<file path="config.mk">
export PLATFORM = sky130hd
export DESIGN_NAME = pipeline_ctrl
export DESIGN_NICKNAME = d
export VERILOG_FILES = /design/src/rtl/cpu_types_pkg.sv /design/src/rtl/hazard_detect.sv /design/src/rtl/pipeline_ctrl.sv
export SDC_FILE = /design/constraint.sdc
export NUM_CORES = 1
export LEC_CHECK = 0
export CAP_MARGIN = 0
export CORE_MARGIN = 8
export CORE_UTILIZATION = 52
export CTS_CLUSTER_DIAMETER = 50
export DETAILED_ROUTE_END_ITERATION = 12
export PLACE_DENSITY = 0.85
export SLEW_MARGIN = 10
export SYNTH_ARGS = -nofsm -noshare
export SYNTH_HDL_FRONTEND = slang
export SYNTH_HIERARCHICAL = 1
export SYNTH_SLANG_ARGS = --single-unit
</file>
<file path="constraint.sdc">
create_clock -name CLK -period 6.65 [get_ports CLK]
set_input_delay 1.6625 -clock CLK [delete_from_list [all_inputs] [get_ports CLK]]
set_output_delay 1.6625 -clock CLK [all_outputs]
set_load 0.01 [all_outputs]
</file>
<file path="src/rtl/cpu_types_pkg.sv">
// Shared CPU type definitions: register indices, PC-select codes and the
// pipeline controller state encoding.
package cpu_types_pkg;

  // Register file index (32 architectural registers, r0 hard-wired to zero).
  typedef logic [4:0] regbits_t;

  // Next-PC source selected by the instruction resolving in MEM.
  typedef enum logic [1:0] {
    NEXT   = 2'd0,
    BRANCH = 2'd1,
    JUMP   = 2'd2,
    JUMPR  = 2'd3
  } pc_select_t;

  // Pipeline controller sequencing states.
  typedef enum logic [1:0] {
    RUN        = 2'd0,
    HALT_DRAIN = 2'd1,
    HALTED     = 2'd2
  } pipe_state_t;

endpackage

</file>
<file path="src/rtl/hazard_detect.sv">
// Load-use comparator: flags an instruction in ID that reads the destination
// of a load still sitting in EX. Purely combinational.
module hazard_detect
  import cpu_types_pkg::*;
(
  input  logic     idex_dREN,
  input  regbits_t idex_wsel,
  input  regbits_t ifid_rs,
  input  regbits_t ifid_rt,
  output logic     load_use
);

  // r0 never carries a value, so a load targeting it cannot create a hazard.
  assign load_use = idex_dREN && (idex_wsel != '0) &&
                    ((idex_wsel == ifid_rs) || (idex_wsel == ifid_rt));

endmodule

</file>
<file path="src/rtl/pipeline_ctrl.sv">
// Central stall/flush sequencer for the five-stage pipeline. Produces the
// enable/flush pair for every pipeline latch plus the PC enable, sequences the
// halt drain, and keeps saturating stall/redirect counters.
module pipeline_ctrl
  import cpu_types_pkg::*;
#(
  parameter int CNT_W = 32
) (
  input  logic             CLK,
  input  logic             nRST,
  input  logic             ihit,
  input  logic             dhit,
  input  logic             exmem_dREN,
  input  logic             exmem_dWEN,
  input  logic             exmem_halt,
  input  pc_select_t       exmem_pc_select,
  input  logic             idex_dREN,
  input  regbits_t         idex_wsel,
  input  regbits_t         ifid_rs,
  input  regbits_t         ifid_rt,
  output logic             pc_enable,
  output logic             ifid_enable,
  output logic             ifid_flush,
  output logic             idex_enable,
  output logic             idex_flush,
  output logic             exmem_enable,
  output logic             exmem_flush,
  output logic             memwb_enable,
  output logic             memwb_flush,
  output logic             halt,
  output logic [CNT_W-1:0] stall_count,
  output logic [CNT_W-1:0] redirect_count
);

  pipe_state_t state, next_state;
  logic        load_use;
  logic        d_stall;
  logic        redirect_inc;

  hazard_detect u_hazard_detect (
    .idex_dREN (idex_dREN),
    .idex_wsel (idex_wsel),
    .ifid_rs   (ifid_rs),
    .ifid_rt   (ifid_rt),
    .load_use  (load_use)
  );

  assign d_stall = (exmem_dREN || exmem_dWEN) && !dhit;

  // Priority mux: state plus current inputs select every latch control (Mealy).
  always_comb begin
    // NOTE: every output gets a default first so no path leaves it unassigned,
    // which would otherwise infer a latch.
    pc_enable    = 1'b0;
    ifid_enable  = 1'b0;
    ifid_flush   = 1'b0;
    idex_enable  = 1'b0;
    idex_flush   = 1'b0;
    exmem_enable = 1'b0;
    exmem_flush  = 1'b0;
    memwb_enable = 1'b0;
    memwb_flush  = 1'b0;
    halt         = 1'b0;
    redirect_inc = 1'b0;
    next_state   = state;

    // While reset is held every control stays low.
    if (nRST) begin
      unique case (state)
        RUN: begin
          if (exmem_halt) begin
            ifid_flush   = 1'b1;
            idex_flush   = 1'b1;
            exmem_flush  = 1'b1;
            memwb_enable = 1'b1;
            next_state   = HALT_DRAIN;
          end else if (d_stall || (exmem_pc_select != NEXT && !ihit)) begin
            // Upstream holds; a bubble enters WB. A redirect waiting on its
            // fetch takes the same shape so the branch stays parked in MEM.
            memwb_enable = 1'b1;
            memwb_flush  = 1'b1;
          end else if (exmem_pc_select != NEXT) begin
            pc_enable    = 1'b1;
            ifid_flush   = 1'b1;
            idex_flush   = 1'b1;
            exmem_flush  = 1'b1;
            memwb_enable = 1'b1;
            redirect_inc = 1'b1;
          end else if (load_use) begin
            idex_enable  = 1'b1;
            idex_flush   = 1'b1;
            exmem_enable = 1'b1;
            memwb_enable = 1'b1;
          end else if (!ihit) begin
            ifid_enable  = 1'b1;
            ifid_flush   = 1'b1;
            idex_enable  = 1'b1;
            exmem_enable = 1'b1;
            memwb_enable = 1'b1;
          end else begin
            pc_enable    = 1'b1;
            ifid_enable  = 1'b1;
            idex_enable  = 1'b1;
            exmem_enable = 1'b1;
            memwb_enable = 1'b1;
          end
        end
        HALT_DRAIN: begin
          ifid_flush   = 1'b1;
          idex_flush   = 1'b1;
          exmem_flush  = 1'b1;
          memwb_enable = 1'b1;
          next_state   = HALTED;
        end
        HALTED: begin
          halt = 1'b1;
        end
        default: begin
          next_state = RUN;
        end
      endcase
    end
  end

  // State register; reset always returns to RUN, never resumes a drain.
  always_ff @(posedge CLK or negedge nRST) begin
    // NOTE: sequential state uses non-blocking assignment so every register
    // samples pre-edge values regardless of block ordering.
    if (!nRST) state <= RUN;
    else       state <= next_state;
  end

  // Saturating performance counters, frozen outside RUN.
  always_ff @(posedge CLK or negedge nRST) begin
    if (!nRST) begin
      stall_count    <= '0;
      redirect_count <= '0;
    end else if (state == RUN) begin
      if (!pc_enable && (stall_count != '1))
        stall_count <= stall_count + CNT_W'(1);
      if (redirect_inc && (redirect_count != '1))
        redirect_count <= redirect_count + CNT_W'(1);
    end
  end

endmodule

</file>
# Word-level counts from Yosys, hierarchy flattened
# Cells that the tools add are included.
dict set report classes {
  n_addsub 2
  n_eq_ne 7
  mux 49
  bitwise 1
  reduce_logical 19
}
# op count
set op_table {}
lappend op_table {{$add A32 B1 Y32 const B} 2}
lappend op_table {{$ne A32 B32 Y1 const B} 2}
lappend op_table {{$mux W1} 44}
lappend op_table {{$eq A5 B5 Y1} 2}
lappend op_table {{$logic_and A1 B1 Y1} 6}
lappend op_table {{$pmux W1 S2} 3}
lappend op_table {{$pmux W2 S3} 1}
lappend op_table {{$reduce_bool A5 Y1} 1}
lappend op_table {{$reduce_and A2 Y1} 2}
lappend op_table {{$logic_not A1 Y1} 3}
lappend op_table {{$logic_or A1 B1 Y1} 3}
lappend op_table {{$reduce_and A3 Y1} 1}
lappend op_table {{$eq A2 B1 Y1 const B} 1}
lappend op_table {{$eq A2 B2 Y1 const B} 1}
lappend op_table {{$logic_not A2 Y1} 1}
lappend op_table {{$mux W2} 1}
lappend op_table {{$ne A2 B2 Y1 const B} 1}
lappend op_table {{$reduce_bool A2 Y1} 1}
lappend op_table {{$reduce_or A2 Y1} 1}
lappend op_table {{$not A1 Y1} 1}
dict set report word_totals {
  ff_bits 66
  word_cells 81
}

# Depth between registers and ports, before layout
# Gate-level depths: netlist (run 1).
dict set report depth {
  word_depth 12
  mapped_depth 10
  mapped_depth_nobuf 9
}

# By module
# The synthesis (run 1) kept the hierarchy.
# mod instances cells_each area_each_um2 seq_area_each_um2
set by_module_without_submodules {}
lappend by_module_without_submodules {pipeline_ctrl 1 337 3499.6 1651.6}
lappend by_module_without_submodules {hazard_detect 1 17 125.1 0.0}

# Least setup slack after synthesis (run 1)
# No wires, ideal clock.
dict set report synth_timing {
  path_type {input port to output port}
  start {in idex_wsel[1]}
  end {out ifid_flush}
  t_arrival_ns 2.938
  t_required_ns 4.987
  path_slack_ns 2.049
  path_stages 6
  n_path_buf 0
  path_cell_list {or4_1 -> o21ai_1 -> a21oi_1 -> nor4_1 -> o21ai_0 -> a21oi_1}
}
dict set report synth_via {
  elab_chain_cells 9
}
# item line
set synth_lines {}
lappend synth_lines {{start: declaration} pipeline_ctrl.sv:18} ;# input regbits_t idex_wsel,
lappend synth_lines {{$eq A5 B5 Y1 / $reduce_bool A5 Y1 (equally long branches)} {hazard_detect.sv:15, hazard_detect.sv:14}}
lappend synth_lines {{$logic_or A1 B1 Y1 / $logic_and A1 B1 Y1 (equally long branches)} {hazard_detect.sv:15, hazard_detect.sv:14}}
lappend synth_lines {{$logic_and A1 B1 Y1 (*)} hazard_detect.sv:14} ;# assign load_use = idex_dREN && (idex_wsel != '0) &&
lappend synth_lines {{via load_use} pipeline_ctrl.sv:36} ;# logic load_use;
lappend synth_lines {{$mux W1 (*)} pipeline_ctrl.sv:89} ;# end else if (load_use) begin
lappend synth_lines {{$mux W1 (*)} pipeline_ctrl.sv:82} ;# end else if (exmem_pc_select != NEXT) begin
lappend synth_lines {{$mux W1 (*)} pipeline_ctrl.sv:77} ;# end else if (d_stall || (exmem_pc_select != NEXT && !ihit)) begin
lappend synth_lines {{$mux W1 (*)} pipeline_ctrl.sv:71} ;# if (exmem_halt) begin
lappend synth_lines {{$pmux W1 S2 (*)} pipeline_ctrl.sv:69} ;# unique case (state)
lappend synth_lines {{$mux W1 (*)} pipeline_ctrl.sv:68} ;# if (nRST) begin
lappend synth_lines {{end: declaration} pipeline_ctrl.sv:23} ;# output logic ifid_flush,
# Mark *: on every way through the listed nets, which the timed path passes. The rest lies on a longest branch.

# Final worst setup path (run 1)
dict set report layout_timing {
  start {in idex_wsel[0]}
  end {out idex_flush}
}
dict set report layout_via {
  elab_chain_cells 9
}
# item line
set layout_lines {}
lappend layout_lines {{$eq A5 B5 Y1 / $reduce_bool A5 Y1 (equally long branches)} {hazard_detect.sv:15, hazard_detect.sv:14}}
lappend layout_lines {{$logic_or A1 B1 Y1 / $logic_and A1 B1 Y1 (equally long branches)} {hazard_detect.sv:15, hazard_detect.sv:14}}
lappend layout_lines {{$logic_and A1 B1 Y1 (*)} hazard_detect.sv:14}
lappend layout_lines {{via load_use} pipeline_ctrl.sv:36}
lappend layout_lines {{$mux W1 (*)} pipeline_ctrl.sv:89}
lappend layout_lines {{$mux W1 (*)} pipeline_ctrl.sv:82}
lappend layout_lines {{$mux W1 (*)} pipeline_ctrl.sv:77}
lappend layout_lines {{$mux W1 (*)} pipeline_ctrl.sv:71}
lappend layout_lines {{$pmux W1 S2 (*)} pipeline_ctrl.sv:69}
lappend layout_lines {{$mux W1 (*)} pipeline_ctrl.sv:68}
lappend layout_lines {{end: declaration} pipeline_ctrl.sv:25} ;# output logic idex_flush,
# Marks and branches as above.

==> results of run 1 <==
-- synth_stat cells (2+ instances only) --
| master | instances | area [um^2] |
|---|---|---|
| dfrtp_1 | 66 | 1650 |
| buf_2 | 3 | 15.0 |
| nand2b_1 | 3 | 18.8 |
| inv_1 | 7 | 26.3 |
| nor3b_1 | 2 | 15.0 |
| nand3_1 | 24 | 120 |
| o21ai_0 | 5 | 25.0 |
| nor4b_1 | 2 | 17.5 |
| xnor2_1 | 33 | 289 |
| mux2_2 | 6 | 67.6 |
| ha_1 | 2 | 25.0 |
| nand3_2 | 2 | 20.0 |
| and2_1 | 3 | 18.8 |
| a21oi_1 | 6 | 30.0 |
| nor3_1 | 19 | 95.1 |
| nand4_4 | 2 | 42.5 |
| o2111ai_1 | 2 | 17.5 |
| nand4_1 | 24 | 150 |
| nand2_1 | 28 | 105 |
| xor2_1 | 33 | 289 |
| nor4_1 | 17 | 106 |
| or2_2 | 5 | 31.3 |
| and4_1 | 8 | 70.1 |
| o21bai_1 | 2 | 15.0 |
| and3_1 | 11 | 68.8 |
| nor2_1 | 16 | 60.1 |
| or4_4 | 2 | 22.5 |
-- worst max path at each step --
stage	startpoint	depth (start not counted)	end
floorplan	idex_wsel[1]	6	ifid_flush
global placement	idex_wsel[0]	9	idex_flush
detailed placement	idex_wsel[3]	9	idex_flush
CTS	idex_wsel[0]	9	idex_flush
global route	idex_wsel[0]	9	idex_flush
finish	idex_wsel[0]	9	idex_flush
-- metrics by stage --
stage                     worst slack (ps)  cells  instance area, um^2  util, %
after CTS                              842    546                 4940     73.1
final                                  837    546                 4940     73.1
after floorplan                       2050    354                 3620        -
after detailed placement               811    530                 4700     69.5
after global routing                   691    546                 4940     73.1
after global placement                 934    530                 4700     69.5
-- cell families after synthesis --
kind of cell               count (synthesis)  synth area share [%]
AOI/OAI and AO/OA                         25                  4.97
xor gates and xnor gates                  67                  16.4
adders and majority gates                  2                 0.690
buffers and inverters                     12                  1.48
DFF                                       66                  45.6
muxes                                      7                  2.28
and+or+nand+nor                          175                  28.6
-- sequential cells by signal (all words and copies together) (netlist names) --
register / cells
redirect_count: 32
stall_count: 32
state: 2
-- routing by layer --
layer / wire, um / vias up / GRT usage, %
li1: - / 1513 / -
met1: 3980 / 1585 / 21.8
met2: 4970 / 131 / 34.3
met3: 600 / 12 / 4.75
met4: 113 / 0 / 7.33
met5: 0 / - / 0
-- where the power goes --
group | internal, mW | switching (mW) | total [mW]
Sequential | 0.438 | 0.0607 | 0.498
Combinational | 0.138 | 0.126 | 0.265
Clock | 0.249 | 0.165 | 0.414
-- cells in the final DEF, fill, tap and decap left out, drive strengths merged, types with 8 or more instances in the layout --
master / count
clkbuf: 9
nand4: 26
and4: 8
nor2: 16
and3: 11
dfrtp: 66
xor2: 33
xnor2: 34
nor4: 18
clkdlybuf4s50: 97
nand2: 28
nor3: 19
nand3: 26
-- worst max-delay path, delay by kind of cell --
family	cells	cell delay (ps)
simple gates	3	690
compound gates	3	550
xor+xnor	1	190
buf+inv	2	1040
-- layout make-up --
cell class	count	share of cell area, %
multi-input cells	276	38.9
flip-flops and latches	66	33.5
repair buffers	101	20.2
clock buffers	9	2.51
clock inverters	7	2.38
well taps	80	2.03
inverters	7	0.532
==> metrics.md, run 1 <==
| Metric | Value |
|---|---|
| Status | complete, no violations |
| Synth Flop Type | dfrtp_1 |
| Initial antenna violation count | 0 |
| Worst path slowest cell | clkdlybuf4s50_1 |
| DR vias | 3241 |
| Fmax | 172 MHz |
| PwrDens | around 240 nW/um^2 |
| Post-route ant nets | 0 |
| CP cell instances | clkdlybuf4s50_1, xor2_1, nor3_1, nand3_1, a21oi_1, or3b_1, a21oi_1, o31a_1, clkdlybuf4s50_1 |
| CP Launch Type | input pin |
| Clock transition at path regs | roughly 80 ps |
| Slew Viols, Final | 0 |
| Hold-fix buffers, CTS | 0 |
| CP Data Required Time | 4990 ps |
| CP arrival | 4150 ps |
| Slew HR | between 50% and 60% |
| Reg-to-reg slack, setup | roughly 4400 ps |
| Via density | around 5.9 |
| Vias in the first global route | approximately 3200 |
| Maximum capacitance violations | 0 |
| Fin crit period | between 5000 and 6000 ps |
| Pleak | approximately 2 nW |
| Die height | around 99 um |
| Fin crit share | between 80% and 90% |
| Num Clock Sinks | 66 |
| DIE AREA | between 9000 and 10000 um^2 |
| Peak VDD IR | approximately 0.00022 V |
| Ant diodes | 0 |
| Synth Net Count | ~380 |
| Core Area | approximately 6800 um^2 |
| Post-Syn Area | between 3000 and 4000 um^2 |
| # port buffers | between 90 and 100 |
| Crit path max fanout | 3 |
| Drt total wl | 9670 um |
| CTS resizes | 0 |
| CP peak stage delay | roughly 550 ps |
| Post-synth EDFFs | 0 |
| Share of post-route cells with drive strength above 1 | 9.66% |
| CTS tree | done |
| Asr flop ratio synth | 100% |
| Hold endpoint | redirect_count[6]$_DFFE_PN0P_ |
| Worst-Skew Late Latency | about 340 ps |
| Mapped Cells | 354 |
| CTS max path bufs | 2 |
| GRT Overall Usage | about 19% |
| Die Wd | between 90 and 100 um |
| Largest net degree at the start of global routing | 43 |
| Area delta synth->final | 36.2% |
| Yosys cell types | between 40 and 50 |
| DRT Pass-1 Iters | 4 |
| Post-detail-place hpwl | approximately 7200 um |
| Drt initial violations | ~150 |
| CP Class | input pin to output port |
| Hold Path Stages | 1 |
| Register area | between 1500 and 2000 um^2 |
| Fillers | just under 500 |
| Post-route DRC violation count | 0 |
| First-pass GRT wire length | 15600 um |
| CTS Buf Count | 9 |
| Worst Skew | 5.84 ps |
| Reg-to-Reg Start | state[1]$_DFFE_PN0P_ |
| Total Power Consumption | between 1 and 1.5 mW |
| Hold slack | ~500 ps |
| GRT overflow | 0 |
| CTS H-Tree Depth | 3 |
| R2R depth | 5 |
| Worst Hold Launch | redirect_count[6]$_DFFE_PN0P_ |
| Final net count | between 400 and 500 |
| Io pins | between 90 and 100 |
| Mean post-synth cell area | around 10 um^2 |
| Multi-input gate area | between 1500 and 2000 um^2 |
| CP endpoint kind | output port |
| RSZ-0062 raised after global routing | false |
| Setup violators final | 0 |
| Tightest Hold Check Type | flip-flop to flip-flop |
| Ys Warns | 6 |
| CTS Root Cell | clkbuf_8 |
| Drt wl/cell | around 18 um |
| Final setup TNS | 0 ps |
| Starting Density | about 54% |
| Number of buffers added for setup after CTS | 0 |
| Seq/Total Area, Yosys | a little under half |
| Site Rows | 30 |
| Final Hold Viols | 0 |
| Synthesis-stage register bit count | 66 |
| GPL Wtd Cong | a little under 0.9 |
| Reg2reg end | redirect_count[22]$_DFFE_PN0P_ |
| Worst-margin pin slew | about 700 ps |
(Power assumes the default switching activity.)
==> inputs of run 2 (changes only) <==
--- a/config.mk
+++ b/config.mk
@@ -6,10 +6,11 @@
 export NUM_CORES = 1
 export LEC_CHECK = 0
 export CAP_MARGIN = 0
-export CORE_MARGIN = 8
+export CORE_MARGIN = 1
 export CORE_UTILIZATION = 52
 export CTS_CLUSTER_DIAMETER = 50
 export DETAILED_ROUTE_END_ITERATION = 12
+export GPL_TIMING_DRIVEN = 0
 export PLACE_DENSITY = 0.85
 export SLEW_MARGIN = 10
 export SYNTH_ARGS = -nofsm -noshare
==> metrics.md, run 2 (synthesis results as in run 1) <==
| Metric | Value |
|---|---|
| # port buffers | 98 |
| Fin crit share | 87.2% |
| CP endpoint kind | output port |
| PwrDens | between 200 and 250 nW/um^2 |
| Most frequent cells in the layout | clkdlybuf4s50_1 (97), dfrtp_1 (66), xnor2_1 (33), xor2_1 (33), nand2_1 (28) |
| CTS resizes | 0 |
| Final Hold Viols | 0 |
| Pleak | 1.99 nW |
| Site Rows | 30 |
| GPL Wtd Cong | 0.862 |
| Worst-margin pin slew | 687 ps |
| Tightest Hold Check Type | flip-flop to flip-flop |
| Crit path max fanout | 3 |
| DRT Pass-1 Iters | 4 |
| Die Wd | 85.5 um |
| Hold-fix buffers, CTS | 0 |
| GRT Overall Usage | 25.9% |
| First-pass GRT wire length | approximately 15000 um |
| Via density | approximately 5.9 |
| Post-detail-place hpwl | 6500 um |
| CTS Root Cell | clkbuf_8 |
| RSZ-0062 raised after global routing | false |
| GRT overflow | 0 |
| Slew Viols, Final | 0 |
| Post-route DRC violation count | 0 |
| Most common cell after layout, fill and taps aside | clkdlybuf4s50_1 |
| Share of post-route cells with drive strength above 1 | around a tenth |
| Core Area | 6760 um^2 |
| Drt total wl | 8960 um |
| Initial antenna violation count | 0 |
| DIE AREA | roughly 7300 um^2 |
| Fin crit period | about 5800 ps |
| CP Buf/Inv Count | 2 |
| Area delta synth->final | 36.8% |
| DR vias | 3244 |
| Worst Skew | around 11 ps |
| Largest net degree at the start of global routing | 54 |
| Worst-Skew Late Latency | around 350 ps |
| Total Power Consumption | approximately 1.1 mW |
| Fmax | 172 MHz |
| Maximum capacitance violations | 0 |
| CP Data Required Time | around 5000 ps |
| Peak VDD IR | approximately 0.00027 V |
| Ant diodes | 0 |
| Die height | roughly 85 um |
| Largest registers | redirect_count (32), stall_count (32), state (2) |
| Io pins | 99 |
| Slew HR | between 50% and 60% |
| Post-route ant nets | 0 |
| Clock transition at path regs | roughly 70 ps |
| Final net count | slightly below 500 |
| Number of buffers added for setup after CTS | 0 |
| CP cell instances | clkdlybuf4s50_1, xor2_1, nor3_1, nand3_1, a21oi_1, or3b_1, a21oi_1, o31a_1, clkdlybuf4s50_1 |
| Worst path slowest cell | clkdlybuf4s50_1 |
| Setup violators final | 0 |
| Drt wl/cell | roughly 16 um |
| CP arrival | 4140 ps |
| CP Launch Type | input pin |
| Num Clock Sinks | 66 |
| Vias in the first global route | 3189 |
| Crit path max-delay family | buffers and inverters |
| CP peak stage delay | between 500 and 600 ps |
| CP Class | input pin to output port |
| Starting Density | 53.6% |
| CTS tree | done |
| Post-layout util | between 70% and 80% |
| Hold slack | ~500 ps |
| CTS max path bufs | 2 |
| CTS Buf Count | 9 |
| Drt initial violations | roughly 140 |
| Status | complete, no violations |
| CTS H-Tree Depth | 3 |
## run 2: worst register-to-register path, cell delays in order, from the launching register on
cell	delay (ps)
dfrtp_1	460
or4b_1	550
nor3_1	340
nand3_1	350
nor3_1	310
xor2_1	180
## run 2: metal layers
layer	wire (um)	share of wire (%)	GRT usage, %	up-vias
met5	0	0	0	-
met1	3550	40	30.9	1566
li1	-	-	-	1521
met4	249	2.8	12.4	0
met3	498	5.6	4.23	26
met2	4670	52	45.8	131
## run 2: final timing paths
kind / start / end / slack (ps) / cells past startpoint
setup / recovery: idex_wsel[3] / idex_flush / 850 / 9
hold / removal: stall_count[31]$_DFFE_PN0P_ / stall_count[31]$_DFFE_PN0P_ / 500 / 1
setup reg to reg: state[0]$_DFFE_PN0P_ / redirect_count[31]$_DFFE_PN0P_ / 4380 / 5
hold reg to reg: stall_count[31]$_DFFE_PN0P_ / stall_count[31]$_DFFE_PN0P_ / 500 / 1
max in group asynchronous: nRST / stall_count[31]$_DFFE_PN0P_ / 4930 / 2
min in group asynchronous: nRST / redirect_count[27]$_DFFE_PN0P_ / 1190 / 1
## run 2: per-stage QoR
stage	cells	instance area (um^2)	setup TNS (ps)	setup slack (ps)
global route	549	4960	0	669
detailed placement	533	4730	0	863
global placement	532	4710	-7190	-1110
floorplan	354	3620	0	2050
finish	549	4960	0	852
CTS	549	4960	0	851
## run 2: cell type report
type	instances	area (um^2)
plain buffers	5	27.5
clock buffers	10	138
clock inverters	6	90.1
multi-input cells	276	1920
well taps	80	100
inverters	7	26.3
flip-flops and latches	66	1650
repair buffers	99	1010
fillers	501	1800
## run 2: report_power, final
part | switching (mW) | internal, mW | leakage, nW
logic | 0.124 | 0.143 | 1.02
clock network | 0.161 | 0.222 | 0.112
registers | 0.0623 | 0.438 | 0.860
total | 0.347 | 0.803 | 1.99
==> inputs of run 3 (changes only) <==
--- a/config.mk
+++ b/config.mk
@@ -12,7 +12,6 @@
 export DETAILED_ROUTE_END_ITERATION = 12
 export GPL_TIMING_DRIVEN = 0
 export PLACE_DENSITY = 0.85
-export SLEW_MARGIN = 10
 export SYNTH_ARGS = -nofsm -noshare
 export SYNTH_HDL_FRONTEND = slang
 export SYNTH_HIERARCHICAL = 1
==> constraint.sdc (replaced) <==
create_clock -name CLK -period 6.65 [get_ports CLK]
set_input_delay 1.6625 -clock CLK [delete_from_list [all_inputs] [get_ports CLK]]
set_output_delay 1.6625 -clock CLK [all_outputs]
set_load 0.005 [all_outputs]
==> metrics.md, run 3 (synthesis results as in run 1) <==
| Metric | Value |
|---|---|
| Worst path slowest cell | clkdlybuf4s50_1 |
| CTS H-Tree Depth | 3 |
| Total Power Consumption | 1.12 mW |
| Setup violators final | 0 |
| CTS max path bufs | 2 |
| Worst-Skew Late Latency | around 350 ps |
| PwrDens | roughly 230 nW/um^2 |
| CTS Root Cell | clkbuf_8 |
| First-pass GRT wire length | 14600 um |
| Status | complete, no violations |
| # port buffers | between 90 and 100 |
| Site Rows | 30 |
| Area delta synth->final | 35.8% |
| Io pins | between 90 and 100 |
| Crit path max fanout | 3 |
| CP cell instances | clkdlybuf4s50_1, xor2_1, nor3_1, nand3_1, a21oi_1, or3b_1, a21oi_1, o31a_1, clkdlybuf4s50_1 |
| Post-placement cell count | roughly 530 |
| RSZ-0062 raised after global routing | false |
| Post-detail-place hpwl | roughly 6400 um |
| Post-route ant nets | 0 |
| Crit path launch | idex_wsel[3] |
| Share of post-route cells with drive strength above 1 | 9.83% |
| Die Wd | 85.5 um |
| CP peak stage delay | 500 ps |
| Via density | roughly 5.9 |
| Reg-to-reg slack, setup | 4320 ps |
| Dpl ws | a little under 900 ps |
| CTS resizes | 0 |
| R2R depth | 5 |
| CP arrival | roughly 4100 ps |
| Core Area | 6760 um^2 |
| Drt wl/cell | 16.3 um |
| CP endpoint kind | output port |
| Slew Viols, Final | 0 |
| Fillers | between 500 and 600 |
| Worst-margin pin slew | between 800 and 900 ps |
| Fin crit period | ~5700 ps |
| Vias in the first global route | between 3000 and 4000 |
| Reg-to-Reg Start | state[0]$_DFFE_PN0P_ |
| Crit path max-delay family | buffers and inverters |
| Pleak | slightly below 2 nW |
| Num Clock Sinks | 66 |
| Worst Hold Launch | stall_count[31]$_DFFE_PN0P_ |
| GRT Overall Usage | roughly 26% |
| Largest registers | redirect_count (32), stall_count (32), state (2) |
| Clock transition at path regs | 70 ps |
| CTS Buf Count | 9 |
| Starting Density | 53.6% |
| Post-layout util | roughly 73% |
| Fmax | approximately 170 MHz |
| Setup crit end | idex_flush |
| Peak VDD IR | between 0.0002 and 0.0003 V |
| Final Hold Viols | 0 |
| CP Data Required Time | approximately 5000 ps |
| Initial antenna violation count | 0 |
| Drt initial violations | approximately 150 |
| Placed Area | between 4000 and 5000 um^2 |
| DIE AREA | between 7000 and 8000 um^2 |
| Worst Skew | 9.07 ps |
| Setup ws final | between 900 and 1000 ps |
| Slew HR | a little over 40% |
| Die height | roughly 85 um |
| Hold-fix buffers, CTS | 0 |
| Final net count | 490 |
| Reg2reg end | redirect_count[15]$_DFFE_PN0P_ |
| Most common cell after layout, fill and taps aside | clkdlybuf4s50_1 |
| CP Class | input pin to output port |
| Final setup TNS | 0 ps |
| DRT Pass-1 Iters | 5 |
| Number of buffers added for setup after CTS | 0 |
| GRT overflow | 0 |
| Most frequent cells in the layout | clkdlybuf4s50_1 (97), dfrtp_1 (66), xnor2_1 (33), xor2_1 (33), nand2_1 (28) |
| WP depth | 9 |
| Tightest Hold Check Type | flip-flop to flip-flop |
| Maximum capacitance violations | 0 |
| CP Buf/Inv Count | 2 |
| Ant diodes | 0 |
| DR vias | between 3000 and 4000 |
| Hold slack | roughly 500 ps |
| Final Non-Filler Cells | ~550 |
| Post-route DRC violation count | 0 |
| Drt total wl | approximately 8900 um |
| CTS tree | done |
| Fin crit share | ~86% |
| Largest net degree at the start of global routing | 74 |
| Multi-input gate area | around 1900 um^2 |
| Final instance area | 4920 um^2 |
| GPL Wtd Cong | ~0.86 |
| Register area | 1650 um^2 |
| CP Launch Type | input pin |
[run 3: where the power goes]
part / switching (mW) / internal (mW) / leakage, nW
Sequential: 0.0599 / 0.438 / 0.860
Clock: 0.156 / 0.220 / 0.109
Combinational: 0.107 / 0.141 / 1.01
Total: 0.323 / 0.799 / 1.97
[run 3: cell type report]
cell class                      count  area share (%)
Sequential cell                    66            33.6
Tap cell                           80            2.03
Buffer                              5           0.559
Clock buffer                       11            2.87
Timing Repair Buffer               98            19.9
Inverter                            7           0.534
Clock inverter                      5            1.58
Multi-Input combinational cell    276            39.0
[run 3: worst min-delay path by stage]
stage               depth (start not counted)                       endpoint
floorplan                                   1  redirect_count[6]$_DFFE_PN0P_
global placement                            1  redirect_count[6]$_DFFE_PN0P_
detailed placement                          1    stall_count[31]$_DFFE_PN0P_
CTS                                         1    stall_count[31]$_DFFE_PN0P_
global route                                1    stall_count[31]$_DFFE_PN0P_
finish                                      1    stall_count[31]$_DFFE_PN0P_
[run 3: per-layer routing]
layer | GRT usage, % | wire length, um | vias up
li1 | - | - | 1509
met1 | 30.5 | 3680 | 1574
met2 | 45.4 | 4640 | 103
met3 | 5.49 | 444 | 20
met4 | 9.24 | 167 | 0
met5 | 0 | 0 | -
